File: src/rtl/somador_sequencial.sv
// somador_sequencial: multi-cycle adder/subtractor processing CHUNK bits per clock.
// Ports:
//   clk, rst_n        clock, synchronous active-low reset
//   start, sub        request (taken when not busy), 0 = add / 1 = subtract
//   A, B, Cin         operands and carry/borrow-in, captured on accept
//   S, Cout, Ovf      registered result, carry out (1 = no borrow on subtract), signed overflow
//   busy, done        operation in progress, one-cycle result-update pulse
module somador_sequencial #(
   parameter int unsigned WIDTH = 16,
   parameter int unsigned CHUNK = 4
) (
   input  logic             clk,
   input  logic             rst_n,
   input  logic             start,
   input  logic             sub,
   input  logic [WIDTH-1:0] A,
   input  logic [WIDTH-1:0] B,
   input  logic             Cin,
   output logic [WIDTH-1:0] S,
   output logic             Cout,
   output logic             Ovf,
   output logic             busy,
   output logic             done
);

   localparam int unsigned NSTEPS = WIDTH / CHUNK;
   localparam int unsigned CW     = (NSTEPS > 1) ? $clog2(NSTEPS) : 1;
   localparam int unsigned CW1    = CHUNK + 1;

   typedef enum logic [1:0] {
      IDLE = 2'd0,
      RUN  = 2'd1,
      DONE = 2'd2
   } state_t;

   state_t           state_q;
   state_t           state_nxt;
   logic             accept;
   logic             step_en;
   logic             last;
   logic             busy_nxt;
   logic             done_nxt;

   logic [WIDTH-1:0] a_q;
   logic [WIDTH-1:0] b_q;
   logic [WIDTH-1:0] acc_q;
   logic [WIDTH-1:0] acc_nxt;
   logic             carry_q;
   logic [CW-1:0]    step_q;

   logic [CHUNK-1:0] a_c;
   logic [CHUNK-1:0] b_c;
   logic [CW1-1:0]   sum_c;
   logic             msb_cin;

   // State register
   always_ff @(posedge clk) begin
      if (!rst_n) begin
         state_q <= IDLE;
         busy    <= 1'b0;
         done    <= 1'b0;
      end else begin
         state_q <= state_nxt;
         busy    <= busy_nxt;
         done    <= done_nxt;
      end
   end

   // Next-state and control decode
   always_comb begin
      state_nxt = state_q;
      accept    = 1'b0;
      step_en   = 1'b0;
      last      = 1'b0;
      case (state_q)
         IDLE: begin
            if (start) begin
               accept    = 1'b1;
               state_nxt = RUN;
            end
         end
         RUN: begin
            step_en = 1'b1;
            if (step_q == CW'(NSTEPS - 1)) begin
               last      = 1'b1;
               state_nxt = DONE;
            end
         end
         DONE: begin
            // A start in the done cycle is taken immediately for back-to-back throughput
            if (start) begin
               accept    = 1'b1;
               state_nxt = RUN;
            end else begin
               state_nxt = IDLE;
            end
         end
         default: state_nxt = IDLE;
      endcase
      busy_nxt = (state_nxt == RUN);
      done_nxt = (state_nxt == DONE);
   end

   // Chunk adder: operands are shifted right each step, so the live chunk is always the LSBs
   always_comb begin
      a_c     = a_q[CHUNK-1:0];
      b_c     = b_q[CHUNK-1:0];
      sum_c   = CW1'(a_c) + CW1'(b_c) + CW1'(carry_q);
      // Carry into the chunk MSB recovered from the MSB sum bit
      msb_cin = a_c[CHUNK-1] ^ b_c[CHUNK-1] ^ sum_c[CHUNK-1];
      // Result fills from the top so that after NSTEPS steps chunk 0 sits at the LSB
      acc_nxt = WIDTH'({sum_c[CHUNK-1:0], acc_q} >> CHUNK);
   end

   // Datapath registers
   always_ff @(posedge clk) begin
      if (!rst_n) begin
         a_q     <= '0;
         b_q     <= '0;
         acc_q   <= '0;
         carry_q <= 1'b0;
         step_q  <= '0;
         S       <= '0;
         Cout    <= 1'b0;
         Ovf     <= 1'b0;
      end else if (accept) begin
         a_q     <= A;
         b_q     <= sub ? ~B : B;
         carry_q <= Cin ^ sub;
         step_q  <= '0;
      end else if (step_en) begin
         a_q     <= a_q >> CHUNK;
         b_q     <= b_q >> CHUNK;
         carry_q <= sum_c[CHUNK];
         acc_q   <= acc_nxt;
         step_q  <= step_q + CW'(1);
         if (last) begin
            S    <= acc_nxt;
            Cout <= sum_c[CHUNK];
            Ovf  <= msb_cin ^ sum_c[CHUNK];
         end
      end
   end

endmodule
File: config.mk
export PLATFORM = sky130hd
export DESIGN_NAME = somador_sequencial
export DESIGN_NICKNAME = d
export VERILOG_FILES = /design/src/rtl/somador_sequencial.sv
export SDC_FILE = /design/constraint.sdc
export NUM_CORES = 1
export LEC_CHECK = 0
export CAP_MARGIN = 20
export CORE_MARGIN = 2
export CORE_UTILIZATION = 55
export DETAILED_ROUTE_END_ITERATION = 6
export GPL_TIMING_DRIVEN = 0
export PLACE_DENSITY = 0.85
export SETUP_SLACK_MARGIN = 0.4
export SYNTH_ARGS = -nofsm -noshare
export SYNTH_HDL_FRONTEND = slang
export SYNTH_SLANG_ARGS = --single-unit
File: constraint.sdc
create_clock -name clk -period 4.5 [get_ports clk]
set_input_delay 0.675 -clock clk [delete_from_list [all_inputs] [get_ports clk]]
set_output_delay 0.675 -clock clk [all_outputs]
set_load 0.01 [all_outputs]
# ---- Word level (Yosys, flattened, before mapping)
# Cells that the tools add are included.
# Widths: inputs -> output; s select.
dict set report op_classes {
  n_addsub 3
  n_eq_ne 5
  n_mux 16
  bitwise_logic 7
  n_reduce_logical 6
}
# cell count
set op_table {}
lappend op_table {{$mux 16} 5}
lappend op_table {{$not 16->16} 1}
lappend op_table {{$mux 1} 8}
lappend op_table {{$eq 2x2->1 const B} 3}
lappend op_table {{$pmux 2 s3} 1}
lappend op_table {{$add 4x4->5} 1}
lappend op_table {{$add 5x1->5} 1}
lappend op_table {{$eq 2x1->1 const B} 2}
lappend op_table {{$mux 2} 2}
lappend op_table {{$reduce_or 2->1} 2}
lappend op_table {{$xor 1x1->1} 4}
lappend op_table {{$reduce_and 3->1} 1}
lappend op_table {{$add 2x1->2 const B} 1}
lappend op_table {{$logic_not 2->1} 1}
lappend op_table {{$not 1->1} 2}
lappend op_table {{$reduce_and 2->1} 1}
lappend op_table {{$reduce_bool 2->1} 1}
dict set report totals {
  regBits 73
  inputBits 37
  out_inout_bits 20
  word_cells 48
}

# ---- Longest topological paths before layout
# Gate-level depths: netlist (run 1).
dict set report logic_depth {
  depth_word 5
  mapped_depth 7
  depth_no_buf 7
}

# ---- Worst setup path after synthesis (run 1)
# Ideal clock, no wire load.
dict set report synth_path {
  path_type {register to register}
  startpoint {register a_q[0]}
  endpoint {register Ovf}
  setup_time_ns 0.119
  arrival_time_ns 1.751
  required_ns 4.381
  slack_ns 2.631
  path_stages_with_launch 8
  path_buffers 0
  period_less_slack_ns 1.869
  path_cell_list {dfxtp_1 -> inv_1 -> fa_1 -> fa_1 -> nand2b_1 -> a21oi_1 -> xnor2_1 -> a21oi_1}
}
dict set report synth_between {
  elab_chain_len 4
}
# item line_no
set synth_rtl {}
lappend synth_rtl {{from (decl)} 44} ;# logic [WIDTH-1:0] a_q;
lappend synth_rtl {{from (signal assigned)} 132} ;# a_q <= a_q >> CHUNK;
lappend synth_rtl {{$add 4x4->5 (*)} 108} ;# sum_c = CW1'(a_c) + CW1'(b_c) + CW1'(carry_q);
lappend synth_rtl {{$add 5x1->5 (*)} 108}
lappend synth_rtl {{$xor 1x1->1} 110} ;# msb_cin = a_c[CHUNK-1] ^ b_c[CHUNK-1] ^ sum_c[CHUNK-1];
lappend synth_rtl {{$xor 1x1->1 (*)} 140} ;# Ovf <= msb_cin ^ sum_c[CHUNK];
lappend synth_rtl {{to (signal assigned)} 140}
lappend synth_rtl {{to (decl)} 21} ;# output logic Ovf,
# Mark *: on every way between the ends. The rest lies on a longest branch, timed or not.
# A chain may end at the register's enable or synchronous reset.

# ---- Worst setup path in the final report (run 1)
dict set report layout_path {
  startpoint {register a_q[0]}
  endpoint {register carry_q}
}
dict set report layout_between {
  elab_chain_len 4
}
# item line_no
set layout_rtl {}
lappend layout_rtl {{$add 4x4->5} 108}
lappend layout_rtl {{$add 5x1->5} 108}
lappend layout_rtl {{$mux 1} 131} ;# end else if (step_en) begin
lappend layout_rtl {{$mux 1} 126} ;# end else if (accept) begin
lappend layout_rtl {{to (signal assigned)} 129} ;# carry_q <= Cin ^ sub;
lappend layout_rtl {{to (signal assigned)} 134} ;# carry_q <= sum_c[CHUNK];
lappend layout_rtl {{to (decl)} 48} ;# logic carry_q;
# Every way passes these cells. The select of a mux whose other input is x is not followed.

==> flow_summary_export.csv, run 1 <==
group,metric,value,unit
pwr,p_leak,1.45,nW
timing,worst_pin_slew,470,ps
clock_tree,cts-root-buf,"clkbuf_8",
placed_design,numPortBuffers,54,
detailed_routing,routedWlPerCell,13.5,um
timing,post-route-period-util,48.0,%
global_routing,overflow,0,
detailed_routing,drt_iter0_markers,106,
synthesis,synth_flop_cell,"dfxtp_1",
synthesis,synthCells,325,
worst_setup_path,critPathLaunch,"a_q[0]",
clock_tree,numCtsBuffers,9,
worst_setup_path,worst-path-stages,7,
worst_setup_path,max_stage_delay,460,ps
global_routing,grt_pass1_wl,10500,um
worst_setup_path,endpoint_kind,"flip-flop",
worst_setup_path,critPathMaxFanout,3,
worst_setup_path,cp.required,4770,ps
timing,finalHoldViolCount,0,
clock_tree,insertion_delay,340,ps
hold_path,min_path_cells,2,
detailed_routing,routed_wl,6290,um
worst_setup_path,slowest_stage,"fa_1",
clock_tree,htree_num_levels,3,
timing,finalSetupViolCount,0,
detailed_routing,viasPerCell,5.25,
worst_setup_path,start_kind,"flip-flop",
global_routing,grt_max_degree,13,
pwr,ir_drop,0.285,mV
floorplanning,rows,26,
detailed_routing,first_pass_iters,5,
synthesis,synth.avg_cell_area,9.19,sq um
floorplanning,dieArea,0.00604,sq mm
synthesis,yosys.area_share.simple,15.5,%
placed_design,dp_slack,2360,ps
global_routing,grt_usage,22.2,%
clock_tree,cts_tree,"done",
synthesis,synth_compound_area_share,23.1,%
flow_run,maxCapViolations,0,
worst_setup_path,crit_arrival,2430,ps
synthesis,synth-edff-count,0,
finish,syn_to_final_growth,28.1,%
clock_tree,post_cts_buffers,0,
worst_setup_path,critPathTopFamily,"adder cells",
synthesis,synth-xor-area-share,6.16,%
floorplanning,core,0.00517,sq mm
synthesis,async_reset_ff_share,0,%
floorplanning,io_pins,57,
hold_path,hp-start,"S[5]",
pwr,p_per_area,353,mW/mm^2
synthesis,synth_seq_cells,69,
timing,skew,5.48,ps
worst_setup_path,r2r_cells,7,
clock_tree,cts_hold_buf,0,
detailed_routing,drcViolationCount,0,
synthesis,seq_area_frac_synth,46.3,%
synthesis,synthDistinctLibCells,29,
timing,min_period,2160,ps
finish,layout-drive-gt1-share,9.87,%
placed_design,gp_congestion,0.785,
synthesis,synth_mux_area_share,0,%
synthesis,synth_top_family_by_area,"compound AO/OA/AOI/OAI gates",
synthesis,synthAdderAreaFrac,3.02,%
worst_setup_path,cp_common_cell,"fa_1",
floorplanning,start_util,57.7,%
timing,setup_ws,2340,ps
timing,hold_slack,452,ps
placed_design,hpwl,4470,um
finish,num_antenna_cells,0,
synthesis,yosysTopAreaCell,"dfxtp_1",
synthesis,yosys-top-cells-area,"dfxtp_1, nand2_1, a22oi_1",
finish,num-nets-final,433,
timing,rsz0062_at_grt,"no",
global_routing,grt_pass1_vias,2390,
pwr,finalPower,0.00135,W
floorplanning,chipWidth,77.7,um
timing,fin_tns_setup,0,ps
clock_tree,clock_path_buffers,2,
hold_path,hold_class,"flip-flop to flip-flop",
floorplanning,die_h,77.7,um
synthesis,synth_top_cell_area_share,46.3,%
clock_tree,clk_pin_slew,70,ps
global_routing,antenna_found_initial,0,
worst_setup_path,path_cells,"inv_1, fa_1, fa_1, nand2b_1, a21oi_1, nand2_1, a21boi_1",
timing,drv_slew,0,
finish,fillers,403,
timing,max_slew_margin,68.6,%
worst_setup_path,critPathBufInv,1,
outcome,status,"completed",
detailed_routing,vias,2442,
worst_setup_path,path_class,"flip-flop to flip-flop",
finish,fin_util,73.9,%
clock_tree,cts.sinks,69,
detailed_routing,postRouteAntennaNets,0,
synthesis,netlist_area,0.00299,sq mm
synthesis,synth_warnings,0,
clock_tree,postCtsResizedCells,0,
timing,fmax,463,MHz
worst_setup_path,regToRegStartpoint,"a_q[0]",
synthesis,synth_fp_nets,368,
[through the flow]
| stage | instances | cell area, sq um |
|---|---|---|
| floorplan | 325 | 2990 |
| global placement | 449 | 3610 |
| detailed placement | 449 | 3610 |
| CTS | 465 | 3820 |
| global route | 465 | 3820 |
| finish | 465 | 3820 |
[power breakdown]
group | internal (W) | leakage (nW) | switching [W]
registers | 0.000639 | 0.562 | 0.0000169
clock network | 0.000286 | 0.102 | 0.000234
logic | 0.0000862 | 0.790 | 0.0000870
total | 0.00101 | 1.45 | 0.000338
[state kept, by name (all words and copies together) (netlist names), 2 cells and up]
register and cells:
a_q 16, S 16, state_q 2, step_q 2, acc_q 12, b_q 16
[cell families after synthesis]
logic type                 count (synthesis)
xor gates and xnor gates                  21
buffers and inverters                     32
DFF                                       69
AOI/OAI and AO/OA                         93
adders and majority gates                  6
and+or+nand+nor                          104
[worst min-delay path, cell delays in order, from the launching register on]
cell and delay [ps]:
dfxtp_1 310, nand2_1 50, a21boi_1 50
[cells in the mapped netlist, drive strengths merged (7+ instances only)]
cell    instances
nand2          79
dfxtp          69
a21boi         47
a22oi          33
buf            18
xor2           17
nor2b          10
clkbuf          7
inv             7
nor2            7
[routing by layer]
| layer | vias to the layer above | GRT usage [%] | part of all wire (%) |
|---|---|---|---|
| met5 | - | 0 | 0 |
| met4 | 0 | 10.7 | 1.9 |
| met3 | 14 | 4.65 | 5.6 |
| met2 | 86 | 40.3 | 51 |
| met1 | 1117 | 24.3 | 41 |
| li1 | 1225 | - | - |
[final cells by class]
type,count,area (sq um),share of cell area (%)
flip-flops and latches,69,1380,36.1
multi-input cells,224,1430,37.4
clock buffers,11,151,3.96
clock inverters,5,58.8,1.54
inverters,7,26.3,0.687
well taps,70,87.6,2.29
repair buffers,54,541,14.1
plain buffers,25,150,3.93
[final timing paths]
check	endpoint	slack [ps]
max	carry_q	2340
min	S[5]	450
max reg2reg	carry_q	2340
min reg2reg	S[5]	450
[layout by cell type (no fill, tap or decap), types with 7 or more instances in the layout]
cell,synthesis,layout
buf_2,9,9
a21boi_1,18,18
xor2_1,17,17
inv_1,7,7
clkdlybuf4s50_1,0,54
clkbuf_1,7,7
nor2b_1,9,9
nand2_1,78,78
dfxtp_1,69,69
a21boi_0,29,29
clkbuf_8,0,11
a22oi_1,33,33
(Power assumes the default switching activity.)
==> run 2: changes to the inputs <==
Settings changed: CORE_UTILIZATION 55 to 46, PLACE_DENSITY 0.85 to 0.76.
Clock period 4.5 ns to 1.8 ns, I/O delays scaled along.
==> run 2 against run 1 <==
  * Sequential share of layout area is 0.25 points lower
  * Core utilization is 13 points lower
  * Non-clock buffer count is 4 higher
  * Die area is 19% higher
  * Clock power is 100% higher
  * Via count is 0.20% higher
  * Clock skew is 1.0 ps lower
  * Power is 130% higher
  * Fmax is 24% higher
  * Design area is 0.88% higher
  * Critical path type unchanged
  * Critical endpoint is now Ovf
  * Largest power group unchanged
  * Highest routed layer unchanged
==> flow_summary_export.csv, run 2 (synthesis results as in run 1) <==
group,metric,value,unit
outcome,status,"completed",
placed_design,gp_congestion,0.777,
hold_path,hold_class,"primary input to flip-flop",
finish,layout_commonest_cell,"nand2_1",
worst_setup_path,endpoint_kind,"flip-flop",
clock_tree,numCtsBuffers,9,
global_routing,grtUsageMet3,4.92,%
clock_tree,htree_num_levels,3,
pwr,finalPower,0.00316,W
timing,fin_tns_setup,0,ps
pwr,p_per_area,819,mW/mm^2
global_routing,use_met2,33.4,%
pwr,power_frac_seq,51.9,%
detailed_routing,postRouteAntennaNets,0,
detailed_routing,drcViolationCount,0,
worst_setup_path,start_kind,"flip-flop",
timing,max_slew_margin,67.4,%
worst_setup_path,slowest_stage,"fa_2",
floorplanning,rows,29,
hold_path,min_path_cells,3,
finish,layout-drive-gt1-share,13.1,%
timing,post-route-period-util,96.9,%
finish,num_antenna_cells,0,
finish,largest_registers,"S x16, a_q x16, b_q x16",
flow_run,maxCapViolations,0,
detailed_routing,routedWlPerCell,14.2,um
timing,rsz0062_at_grt,"yes",
pwr,p_leak,1.58,nW
detailed_routing,routed_wl,6720,um
global_routing,grt_pass1_vias,2313,
global_routing,overflow,0,
timing,min_period,1740,ps
pwr,p_sw,0.000818,W
timing,fmax,573,MHz
pwr,p_clk_share,33.2,%
global_routing,grt-busiest-layer,"met2",
worst_setup_path,r2r_cells,7,
finish,layout_common_cells,"nand2_1, dfxtp_1, clkdlybuf4s50_1",
floorplanning,chipWidth,84.6,um
worst_setup_path,critPathMaxFanout,3,
placed_design,numPortBuffers,54,
detailed_routing,drt_iter0_markers,141,
placed_design,hpwl,4670,um
floorplanning,start_util,47.3,%
floorplanning,die_h,84.6,um
finish,num-nets-final,437,
clock_tree,clock_path_buffers,2,
floorplanning,core,0.00631,sq mm
pwr,ir_drop,0.467,mV
pwr,combPwrFrac,14.9,%
worst_setup_path,path_class,"flip-flop to flip-flop",
detailed_routing,vias,2447,
detailed_routing,first_pass_iters,5,
finish,stdcell_area,0.00386,sq mm
clock_tree,cts-root-buf,"clkbuf_8",
worst_setup_path,cp_common_cell,"fa_2",
global_routing,antenna_found_initial,0,
global_routing,grt_usage,19.8,%
floorplanning,dieArea,0.00715,sq mm
global_routing,grt_pass1_wl,11200,um
worst_setup_path,path_cells,"inv_2, fa_2, fa_2, nand2b_4, a21oi_4, xnor2_1, a21oi_1",
detailed_routing,viasPerCell,5.17,
timing,finalSetupViolCount,0,
global_routing,grt_max_degree,11,
clock_tree,cts_tree,"done",
finish,syn_to_final_growth,29.2,%
clock_tree,insertion_delay,350,ps
floorplanning,io_pins,57,
worst_setup_path,crit_arrival,1980,ps
timing,skew,4.43,ps
clock_tree,clk_pin_slew,70,ps
timing,drv_slew,0,
placed_design,dpl-instance-area,0.00365,sq mm
timing,worst_pin_slew,488,ps
pwr,power.internal,0.00234,W
timing,finalHoldViolCount,0,
worst_setup_path,cp.required,2030,ps
global_routing,grt_use_met1,24.4,%
clock_tree,cts_hold_buf,0,
clock_tree,cts.sinks,69,
worst_setup_path,max_stage_delay,390,ps
pwr,p_sw_share,25.9,%
## run 2: worst max-delay path, delay by kind of cell (launching register included)
kind | cells | cell delay, ps
adder cells (fa/ha/maj) | 2 | 740
buffers and inverters | 1 | 40
AO/OA/AOI/OAI | 2 | 240
AND/OR/NAND/NOR | 1 | 150
XOR/XNOR | 1 | 140
flip-flops | 1 | 330
## run 2: layout make-up
class,count,area (sq um)
fill,577,2450
multi-input combinational,224,1480
sequential,69,1380
timing repair buffer,58,543
buffer,25,175
clock buffer,10,138
tap,77,96.3
inverter,7,26.3
clock inverter,3,15.0
## run 2: power by group through the flow
stage / clock network [W] / logic [W] / registers, W
finish: 0.00105 / 0.000470 / 0.00164
floorplan: 0 / 0.000284 / 0.00166
global placement: 0 / 0.000432 / 0.00167
global route: 0.00113 / 0.000521 / 0.00165
detailed placement: 0 / 0.000442 / 0.00167
CTS: 0.00106 / 0.000449 / 0.00164
## run 2: per-stage QoR
stage	instances	worst slack [ps]	hold slack, ps	util, %
finish	473	55.3	259	61.1
global route	473	-42.1	266	61.1
CTS	471	62.9	252	60.2
floorplan	325	78.7	431	-
global placement	456	17.7	442	57.8
detailed placement	456	-3.36	445	57.8
## run 2: what timing repair did
action | in CTS | in global routing
pin swaps | 4 | 3
buffers inserted | 2 | 1
setup endpoints to repair | 29 | 27
gates resized for setup | 24 | 16
gates cloned | 0 | 1
## run 2: layer usage
metal  share of wire, %  wire length (um)
met1                 42              2850
met2                 52              3470
met3                4.9               332
met4                1.1                76
met5                  0                 0
## run 2: path summary, 6_finish.rpt
kind         startpoint         to  slack (ps)
max             carry_q        Ovf          60
min               rst_n  acc_q[15]         260
max reg2reg     carry_q        Ovf          60
min reg2reg        S[6]       S[6]         450
==> run 3: changes to the inputs <==
Settings changed: CORE_ASPECT_RATIO set to 0.9, CORE_UTILIZATION 46 to 48, CTS_BUF_LIST set to sky130_fd_sc_hd__clkbuf_8, PLACE_DENSITY 0.76 to 0.79.
==> run 3 against run 2 <==
  * Non-clock buffer count decreased by 2
  * Setup slack got worse by 46 ps
  * Power increased by 6.2%
  * Design area about the same
  * Sequential power about the same
  * Global-route usage increased by 1.8 points
  * Critical path type unchanged
  * Critical endpoint unchanged
==> flow_summary_export.csv, run 3 (synthesis results as in run 1) <==
group,metric,value,unit
detailed_routing,drcViolationCount,0,
detailed_routing,vias,2489,
clock_tree,clk_pin_slew,70,ps
timing,drv_slew,0,
finish,layout_commonest_cell,"nand2_1",
finish,layout_common_cells,"nand2_1, dfxtp_1, clkdlybuf4s50_1",
floorplanning,dieArea,0.00687,sq mm
worst_setup_path,path_class,"flip-flop to flip-flop",
timing,post-route-period-util,99.5,%
pwr,p_per_area,869,mW/mm^2
timing,setup_ws,9.07,ps
clock_tree,clock_path_buffers,2,
global_routing,antenna_found_initial,0,
timing,finalSetupViolCount,0,
floorplanning,core,0.00608,sq mm
detailed_routing,postRouteAntennaNets,0,
finish,layout-drive-gt1-share,12.3,%
finish,fin_util,63.5,%
placed_design,dp_slack,-31.8,ps
clock_tree,numCtsBuffers,9,
detailed_routing,routed_wl,6830,um
detailed_routing,drt_iter0_markers,136,
flow_run,maxCapViolations,0,
finish,num_antenna_cells,0,
floorplanning,chipWidth,87.1,um
timing,finalHoldViolCount,0,
global_routing,grt_pass1_wl,11300,um
placed_design,numPortBuffers,54,
timing,fin_tns_setup,0,ps
worst_setup_path,cp.required,2040,ps
detailed_routing,viasPerCell,5.31,
finish,fillers,511,
finish,num-nets-final,435,
worst_setup_path,start_kind,"flip-flop",
floorplanning,rows,27,
floorplanning,start_util,49.1,%
timing,min_period,1790,ps
worst_setup_path,crit_arrival,2030,ps
timing,max_slew_margin,63.2,%
clock_tree,cts-root-buf,"clkbuf_8",
timing,hold_slack,244,ps
pwr,ir_drop,0.421,mV
floorplanning,die_h,78.8,um
timing,skew,10.4,ps
timing,rsz0062_at_grt,"yes",
detailed_routing,routedWlPerCell,14.6,um
hold_path,hold_class,"primary input to flip-flop",
finish,largest_registers,"S x16, a_q x16, b_q x16",
worst_setup_path,endpoint_kind,"flip-flop",
global_routing,overflow,0,
worst_setup_path,critPathMaxFanout,3,
placed_design,gp_congestion,0.803,
floorplanning,io_pins,57,
finish,syn_to_final_growth,29.3,%
global_routing,grt_pass1_vias,2413,
global_routing,grt_max_degree,12,
detailed_routing,first_pass_iters,4,
clock_tree,cts.sinks,69,
clock_tree,htree_num_levels,3,
global_routing,grt_usage,21.6,%
outcome,status,"completed",
placed_design,hpwl,4770,um
pwr,finalPower,0.00336,W
clock_tree,insertion_delay,350,ps
timing,worst_pin_slew,551,ps
pwr,p_leak,1.58,nW
clock_tree,cts_tree,"done",
timing,fmax,558,MHz
## run 3: layout make-up
cell class / count / area [sq um] / area share (%)
tap: 72 / 90.1 / 2.33
inverter: 7 / 26.3 / 0.680
multi-input combinational: 224 / 1470 / 37.9
sequential: 69 / 1380 / 35.8
clock buffer: 10 / 138 / 3.56
buffer: 25 / 174 / 4.50
timing repair buffer: 56 / 531 / 13.7
clock inverter: 6 / 55.1 / 1.43
## run 3: worst paths after layout
path              cells after the start    start  slack, ps        end
setup / recovery                      7  carry_q          9        Ovf
hold / removal                        3    rst_n        240  acc_q[15]
setup reg to reg                      7  carry_q          9        Ovf
hold reg to reg                       2     S[7]        450       S[7]
## run 3: where the power goes
part / internal [W] / switching [W]
Combinational: 0.000234 / 0.000238
Clock: 0.000663 / 0.000582
Sequential: 0.00160 / 0.0000429
## run 3: metrics by stage
| step | instance area, sq um | cells |
|---|---|---|
| 6_report | 3860 | 469 |
| 5_1_grt | 3860 | 469 |
| 4_1_cts | 3810 | 467 |
| 3_5_place_dp | 3640 | 451 |
| 3_3_place_gp | 3640 | 451 |
| 2_1_floorplan | 3010 | 325 |
## run 3: layer usage
metal  GRT usage, %  vias to the layer above  routed length [um]
met4           8.77                        0                 149
met1           29.4                     1175                3230
met3           5.20                       17                 343
met5              0                        -                   0
met2           32.9                       65                3110
li1               -                     1232                   -
## run 3: worst max-delay path: stages, from the launching register on
cell and delay (ps):
dfxtp_2 340, inv_2 40, fa_2 390, fa_2 360, nand2b_4 160, a21oi_4 160
xnor2_1 140, a21oi_1 80
## run 3: what timing repair did
item                                    CTS  global route
endpoints found under the hold margin     0             0
pin swaps                                 5             1
hold buffers                              0             0
setup buffers                             0             2
resized for setup                        23            13
endpoints found under the setup margin   29            39
